## config.mk

```make
export PLATFORM = sky130hd
export DESIGN_NAME = booth_mult_sched
export DESIGN_NICKNAME = d
export VERILOG_FILES = /design/src/rtl/booth_mult_sched.sv
export SDC_FILE = /design/constraint.sdc
export NUM_CORES = 1
export LEC_CHECK = 0
export ABC_AREA = 1
export BUFFER_PORTS_ARGS = -buffer_cell sky130_fd_sc_hd__buf_2
export CAP_MARGIN = 25
export CORE_MARGIN = 4
export CORE_UTILIZATION = 50
export CTS_CLUSTER_SIZE = 25
export DETAILED_ROUTE_END_ITERATION = 7
export HOLD_SLACK_MARGIN = 0.03
export PLACE_DENSITY_LB_ADDON = 0.3
export SYNTH_ARGS = -nofsm -noshare
export SYNTH_HDL_FRONTEND = slang
export SYNTH_SLANG_ARGS = --single-unit
export TNS_END_PERCENT = 5
```

## constraint.sdc

```tcl
create_clock -name clk -period 5.6 [get_ports clk]
set_input_delay 0.84 -clock clk [delete_from_list [all_inputs] [get_ports clk]]
set_output_delay 0.84 -clock clk [all_outputs]
set_load 0.01 [all_outputs]
```

## src/rtl/booth_mult_sched.sv

```systemverilog
// Round-robin scheduler sharing one sequential Booth multiplier among N_REQ requesters,
// with a watchdog that aborts a multiplier that never signals done.
module booth_mult_sched #(
  parameter int unsigned N_REQ   = 4,
  parameter int unsigned WIDTH   = 8,
  parameter int unsigned TIMEOUT = 32,
  localparam int unsigned IDW    = $clog2(N_REQ)
) (
  input  logic                     clk,
  input  logic                     rst,
  input  logic [N_REQ-1:0]         req_valid,
  output logic [N_REQ-1:0]         req_ready,
  input  logic [N_REQ*WIDTH-1:0]   req_a,
  input  logic [N_REQ*WIDTH-1:0]   req_b,
  output logic                     rsp_valid,
  input  logic                     rsp_ready,
  output logic [IDW-1:0]           rsp_id,
  output logic [2*WIDTH-1:0]       rsp_y,
  output logic                     rsp_err,
  output logic                     mul_start,
  output logic [WIDTH-1:0]         mul_a,
  output logic [WIDTH-1:0]         mul_b,
  input  logic                     mul_done,
  input  logic [2*WIDTH-1:0]       mul_y,
  output logic                     mul_rst,
  output logic [1:0]               state
);

  localparam int unsigned CW = (TIMEOUT > 2) ? $clog2(TIMEOUT) : 1;

  typedef enum logic [1:0] {
    IDLE  = 2'd0,
    ISSUE = 2'd1,
    WAIT  = 2'd2,
    RESP  = 2'd3
  } state_t;

  state_t               state_q, state_d;
  logic [IDW-1:0]       last_grant;
  logic [IDW-1:0]       winner;
  logic [IDW-1:0]       idx;
  logic                 found;
  logic                 accept;
  logic                 done_hit;
  logic                 timeout_hit;
  logic [WIDTH-1:0]     a_q, b_q;
  logic [IDW-1:0]       id_q;
  logic [2*WIDTH-1:0]   y_q;
  logic                 err_q;
  logic [CW-1:0]        cnt_q;

  assign state     = state_q;
  assign mul_a     = a_q;
  assign mul_b     = b_q;
  assign rsp_id    = id_q;
  assign rsp_y     = y_q;
  assign rsp_err   = err_q;

  // State register
  always_ff @(posedge clk) begin
    if (rst) state_q <= IDLE;
    else     state_q <= state_d;
  end

  // Round-robin pick, next-state and handshake/pulse outputs
  always_comb begin
    state_d     = state_q;
    req_ready   = '0;
    mul_start   = 1'b0;
    rsp_valid   = 1'b0;
    mul_rst     = rst;
    accept      = 1'b0;
    done_hit    = 1'b0;
    timeout_hit = 1'b0;
    winner      = last_grant;
    idx         = last_grant;
    found       = 1'b0;

    for (int k = 1; k <= int'(N_REQ); k++) begin
      idx = IDW'((int'(last_grant) + k) % int'(N_REQ));
      if (!found && req_valid[idx]) begin
        winner = idx;
        found  = 1'b1;
      end
    end

    case (state_q)
      IDLE: begin
        if (found && !rst) begin
          req_ready[winner] = 1'b1;
          accept            = 1'b1;
          state_d           = ISSUE;
        end
      end
      ISSUE: begin
        mul_start = !rst;
        state_d   = WAIT;
      end
      WAIT: begin
        // done in the timeout cycle takes priority over the abort
        if (mul_done) begin
          done_hit = 1'b1;
          state_d  = RESP;
        end else if (cnt_q == CW'(TIMEOUT - 1)) begin
          timeout_hit = 1'b1;
          mul_rst     = 1'b1;
          state_d     = RESP;
        end
      end
      RESP: begin
        rsp_valid = !rst;
        if (rsp_ready) state_d = IDLE;
      end
      default: state_d = IDLE;
    endcase

    if (rst) state_d = IDLE;
  end

  // Operand/result capture, grant pointer and watchdog counter
  always_ff @(posedge clk) begin
    if (rst) begin
      last_grant <= IDW'(N_REQ - 1);
      a_q        <= '0;
      b_q        <= '0;
      id_q       <= '0;
      y_q        <= '0;
      err_q      <= 1'b0;
      cnt_q      <= '0;
    end else begin
      if (accept) begin
        last_grant <= winner;
        id_q       <= winner;
        a_q        <= req_a[int'(winner)*WIDTH +: WIDTH];
        b_q        <= req_b[int'(winner)*WIDTH +: WIDTH];
      end
      if (state_q == ISSUE)     cnt_q <= '0;
      else if (state_q == WAIT) cnt_q <= cnt_q + CW'(1);
      if (done_hit) begin
        y_q   <= mul_y;
        err_q <= 1'b0;
      end else if (timeout_hit) begin
        y_q   <= '0;
        err_q <= 1'b1;
      end
    end
  end

endmodule

```

; Yosys cells after proc, flatten, opt, wreduce, memory -nomap -nowiden
; Cells that the tools add are included.
[word_totals]
regBits = 44
latch_bits = 0
ram_bits = 0
mem_bits_ro = 0
inputBits = 88
output_inout_bits = 44
mem_count = 0
[classes]
n_addsub = 5
n_mul = 0
n_div = 0
magnitude_cmp = 6
eq_ne = 7
shifts = 2
muxes = 39
bitwise_logic = 0
n_reduce_logical = 14
[ops]
columns = operator, count
row1 = $shiftx 32x6->8, 2
row2 = $mux 16, 2
row3 = $mux 1, 21
row4 = $mux 2, 8
row5 = $lt 2x3->1 const B, 5
row6 = $bmux 1 s2, 4
row7 = $mux 4, 2
row8 = $pmux 2 s4, 1
row9 = $add 5x1->5 const B, 1
row10 = $eq 5x5->1 const B, 1
row11 = $logic_and 1x1->1, 5
row12 = $add 2x1->2 const B, 2
row13 = $add 2x2->2 const B, 2
row14 = $eq 2x2->1 const B, 2
row15 = $logic_not 1->1, 4
row16 = $ne 2x2->1 const B, 2
row17 = $reduce_or 2->1, 2
row18 = $ne 3x3->1 const B, 1
row19 = $reduce_and 3->1, 1
row20 = $demux 1 s2, 1
row21 = $eq 2x1->1 const B, 1
row22 = $ge 2x1->1 const B, 1
row23 = $logic_not 2->1, 1
row24 = $reduce_bool 2->1, 1

; Logic depth before layout (Yosys ltp)
[logic_depth]
depth_word = 19
mapped_depth = 15

; Least setup slack after synthesis
; No wires, ideal clock.
[synth_timing]
path_type = in2out
from = input req_valid[0]
to = output req_ready[0]
arrival_time_ns = 1.954
required_time_ns = 4.760
slack_ns = 2.806
cell_stages = 12
path_buffers = 1
cell_sequence = nand2_1 nand2_2 nand2_1 nand2_2 nand2_4 nand2_4 nand2_4 nand2_8 buf_8 nor2_1 inv_1 nor2_1
[synth_via]
elab_chain_len = 18
[synth_rtl]
columns = item, line
row1 = "start, declared", 11  ; input logic [N_REQ-1:0] req_valid,
row2 = $bmux 1 s2, 81  ; if (!found && req_valid[idx]) begin
row3 = $mux 1 (implied by the code), 81
row4 = $mux 1, 81
row5 = $logic_not 1->1, 81
row6 = $logic_and 1x1->1, 81
row7 = $mux 1, 81
row8 = $logic_not 1->1, 81
row9 = $logic_and 1x1->1, 81
row10 = (+2 left out), n/a
row11 = $logic_and 1x1->1, 81
row12 = $mux 2, 81
row13 = $lt 2x3->1 (implied by the code) or $ge 2x1->1 (tied branches), 90  ; req_ready[winner] = 1'b1;
row14 = $logic_and 1x1->1 (implied by the code), 90
row15 = $mux 1 (implied by the code), 90
row16 = $demux 1 s2, 90
row17 = $mux 4 (*), 89  ; if (found && !rst) begin
row18 = $mux 4 (*), 87  ; case (state_q)
row19 = "end, declared", 12  ; output logic [N_REQ-1:0] req_ready,
; Mark *: on every way between the ends. The rest lies on a longest branch, timed or not. The select of a mux whose other input is x is not followed.

; Worst setup path after layout
[layout_timing]
from = input rst
to = output req_ready[3]
[layout_via]
elab_chain_len = 4
[layout_rtl]
columns = item, line
row1 = "start, declared", 10  ; input logic rst,
row2 = $logic_not 1->1, 89
row3 = $logic_and 1x1->1, 89
row4 = $mux 4, 89
row5 = $mux 4, 87
; No other way between the ends.

==> metrics.md <==
| Metric | Value |
|---|---|
| Adder and majority cell fraction of the synthesized area | 0.02694 |
| Latest clock arrival within the worst-skew pair | 0.30 ns |
| Detailed Place HPWL | 6052 µm |
| Final Net Count | 641 |
| Crit path top cell by count | sky130_fd_sc_hd__buf_2 |
| Cts bufs inserted | 5 |
| Worst hold slack | 0.4615 ns |
| Die footprint | 6831 µm² |
| Part of the Yosys area used for sequential elements | 0.3161 |
| Series of cell instances along the critical path | buf_2 > inv_1 > nand3_1 > clkinv_1 > nand2_1 > nor2_1 > buf_2 |
| Critical path class | in -> out |
| Drt initial violations | 160 |
| Crit path max-delay family | buffers and inverters |
| Minimum setup slack in the final design | 1.297 ns |
| Critical path fanouts, max | 40 |
| Fin. Hold Viols | 0 |
| Fmax | 232.4 MHz |
| Max Root-Sink Buffers | 2 |
| Cell area after synthesis | 2786 µm² |
| Placement Setup Slack | 1.307 ns |
| Synthesis-to-finish area growth | 26.04% |
| Remaining antenna violation count | 0 |
| Number of fill cells in the layout | 475 |
| I/O pin total | 132 |
| Number of buffer and inverter stages on the critical path | 4 |
| Y dimension of the die | 82.65 µm |
| Number of setup violations in the final report | 0 |
| Vias in the first global route | 2787 |
| CTS H-tree lvls | 2 |
| Starting density of the core | 0.5320 |
| Fraction of the mapped netlist area in simple logic gates | 0.4351 |
| Ratio of total power to cell area | 559.4 nW/µm² |
| Synth Instances | 427 |
| Combinational family with the most area after synthesis | simple AND/OR/NAND/NOR gates |
| Number of buffer cells added on primary ports | 131 |
| Diodes inserted | 0 |
| Number of distinct library cells after synthesis | 31 |
| Routed length per placed instance | 12.76 µm |
| Setup repair after global routing missed its margin | no |
| First-pass DRT Iterations | 4 |
| Number of slew-limit violations in the final report | 0 |
| Xor-xnor portion of the synthesized cell area | 0 |
| CTS Root Cell | sky130_fd_sc_hd__clkbuf_8 |
| Setup TNS | 0 ns |
| Final Cycle Share | 0.7684 |
| Share of cells above drive strength 1 | 0.3193 |
| Multiplexer share of the synthesized area | 0 |
| Total of warnings raised by yosys | 0 |
| Final cell count without fillers | 618 |
| Delay of the slowest critical-path stage | 0.64 ns |
| Final Critical Period | 4.303 ns |
| Weighted congestion at the end of routability-driven global placement | 0.9392 |
| Outcome | finished, final reports clean |
| Hold-fix buffers, CTS | 0 |
| Critical Path Source Type | primary input |
| Die X | 82.65 µm |
| Class of the tightest hold or removal check | reg -> reg |
| Syn nets | 521 |
| GR Overflow Total | 0 |
| Slowest cell on the critical path | sky130_fd_sc_hd__nand3_1 |
| Global-route total usage across every layer | 0.2264 |
| DR vias/cell | 5.063 |
| Slew of the pin with the lowest slew margin | 0.7661 ns |
| Number of synthesized register bits | 44 |
| Post-cts resize count | 0 |
| Vias | 3129 |
| Core footprint | 5238 µm² |
| Leakage dissipation | 1.875 nW |
| CTS tree | built |
| Post-route DRC violation count | 0 |
| Placed cell area | 3390 µm² |
| Complex-gate fraction of the synthesized area | 0.09969 |
| Clock transition at the registers of the reported paths | 0.08 ns |
| Cell Rows | 26 |
| Required time worst endpoint | 4.76 ns |
| Max Cap Violations | 0 |
| Global-route wire length before repair | 12060 µm |
| Number of instances in the placed design | 609 |
| Maximum number of pins on one net before global-route repair | 41 |
| Final Skew | 0.008714 ns |
| Synthesized area per cell | 6.526 µm² |
| Max IR drop VDD | 0.3101 mV |
| Critical path arrival | 3.46 ns |
| Number of antenna violations at the first check in global routing | 0 |
| Overall routed net length | 7888 µm |
| Worst rel slew slack | 0.4893 |
| Final standard cell area without fillers | 3512 µm² |
| CTS Sinks | 44 |
| Most frequent cells in the layout | 150 x sky130_fd_sc_hd__nand2_1, 131 x sky130_fd_sc_hd__buf_2, 70 x sky130_fd_sc_hd__nand3_1, 44 x sky130_fd_sc_hd__inv_1, 44 x sky130_fd_sc_hd__dfxtp_1 |
| Critical Path Sink Type | output pin |
| Buffer count from post-CTS setup fixing | 0 |
| Most common library cell in the layout ignoring fill and taps | sky130_fd_sc_hd__nand2_1 |
## where the power goes
group / switching (W) / internal (W) / total, W
sequential: 0.0000687 / 0.000403 / 0.000472
combinational: 0.000834 / 0.000411 / 0.00124
clock: 0.000114 / 0.000134 / 0.000248
## worst reg2reg max path, cell delays in order, from the launching register on
cell and delay (ns):
sky130_fd_sc_hd__dfxtp_1 0.66, sky130_fd_sc_hd__inv_8 0.09, sky130_fd_sc_hd__nand2_1 0.11, sky130_fd_sc_hd__nand3_1 0.09
sky130_fd_sc_hd__nand2_2 0.16, sky130_fd_sc_hd__nand3_1 0.12, sky130_fd_sc_hd__nand3_1 0.55, sky130_fd_sc_hd__clkinv_1 0.62
sky130_fd_sc_hd__nand2_1 0.30, sky130_fd_sc_hd__a21oi_1 0.08
## cells in the mapped netlist
cell type	count	share of area
sky130_fd_sc_hd__nand2_1	150	0.20
sky130_fd_sc_hd__nand3_1	70	0.13
sky130_fd_sc_hd__dfxtp_1	44	0.32
sky130_fd_sc_hd__inv_1	44	0.059
sky130_fd_sc_hd__a21oi_1	31	0.056
sky130_fd_sc_hd__nand2_2	11	0.025
sky130_fd_sc_hd__nor2_1	11	0.015
sky130_fd_sc_hd__a21oi_2	7	0.022
sky130_fd_sc_hd__clkbuf_1	7	0.0094
sky130_fd_sc_hd__nand2_4	7	0.028
sky130_fd_sc_hd__nor3_1	7	0.013
sky130_fd_sc_hd__ha_1	6	0.027
sky130_fd_sc_hd__buf_6	5	0.020
sky130_fd_sc_hd__a211oi_1	2	0.0054
sky130_fd_sc_hd__a31oi_1	2	0.0045
sky130_fd_sc_hd__buf_2	2	0.0036
sky130_fd_sc_hd__buf_4	2	0.0054
sky130_fd_sc_hd__clkinv_1	2	0.0027
sky130_fd_sc_hd__inv_2	2	0.0027
sky130_fd_sc_hd__nand3_2	2	0.0072
sky130_fd_sc_hd__nand3_4	2	0.013
sky130_fd_sc_hd__o21ai_0	2	0.0036
sky130_fd_sc_hd__buf_1	1	0.0013
sky130_fd_sc_hd__buf_8	1	0.0054
sky130_fd_sc_hd__clkbuf_8	1	0.0049
sky130_fd_sc_hd__inv_6	1	0.0031
sky130_fd_sc_hd__inv_8	1	0.0040
sky130_fd_sc_hd__nand2_8	1	0.0072
sky130_fd_sc_hd__o21ai_1	1	0.0018
sky130_fd_sc_hd__o21ai_2	1	0.0031
sky130_fd_sc_hd__o32a_1	1	0.0036
## worst paths after layout
| path | from | endpoint | cells past startpoint | slack [ns] |
|---|---|---|---|---|
| hold / removal | rsp_err$_SDFFE_PP0P_ | rsp_err$_SDFFE_PP0P_ | 2 | 0.46 |
| setup reg to reg | last_grant[0]$_SDFFE_PP1P_ | rsp_id[0]$_SDFFE_PP0P_ | 9 | 2.68 |
| setup / recovery | rst | req_ready[3] | 7 | 1.30 |
| hold reg to reg | rsp_err$_SDFFE_PP0P_ | rsp_err$_SDFFE_PP0P_ | 2 | 0.46 |
## sequential cells by signal, summed over array words and instances (netlist names)
name / flops
cnt_q: 5
rsp_err: 1
rsp_id: 2
mul_b: 8
last_grant: 2
mul_a: 8
state: 2
rsp_y: 16
## stage by stage
| step | power [W] | util |
|---|---|---|
| 3_3_place_gp | 0.001683 | 0.6472 |
| 3_5_place_dp | 0.001709 | 0.6472 |
| 5_1_grt | 0.002150 | 0.6706 |
| 6_report | 0.001965 | 0.6706 |
| 4_1_cts | 0.001959 | 0.6691 |
| 2_1_floorplan | 0.001480 | - |
## cell type report
| class | instances | area, µm² | area share |
|---|---|---|---|
| Clock buffer | 5 | 68.82 | 0.01959 |
| Clock inverter | 3 | 46.29 | 0.01318 |
| Inverter | 50 | 200.2 | 0.05700 |
| Multi-Input combinational cell | 314 | 1565 | 0.4457 |
| Sequential cell | 44 | 880.8 | 0.2508 |
| Tap cell | 70 | 87.58 | 0.02494 |
| Timing Repair Buffer | 132 | 663.1 | 0.1888 |
## cells by family after synthesis
family / after synthesis
flip-flops: 44
AO/OA/AOI/OAI: 47
buffers and inverters: 69
adder cells (fa/ha/maj): 6
AND/OR/NAND/NOR: 261
## metal layers
metal / vias up / share of wire / routed length (µm) / global-route usage
met2: 118 / 0.47 / 3719 / 0.3830
met4: 0 / 0.020 / 155 / 0.07516
met5: - / 0 / 0 / 0
li1: 1602 / - / - / -
met3: 18 / 0.081 / 642 / 0.03688
met1: 1391 / 0.43 / 3370 / 0.2920
Power figures use the tool's default switching activity.
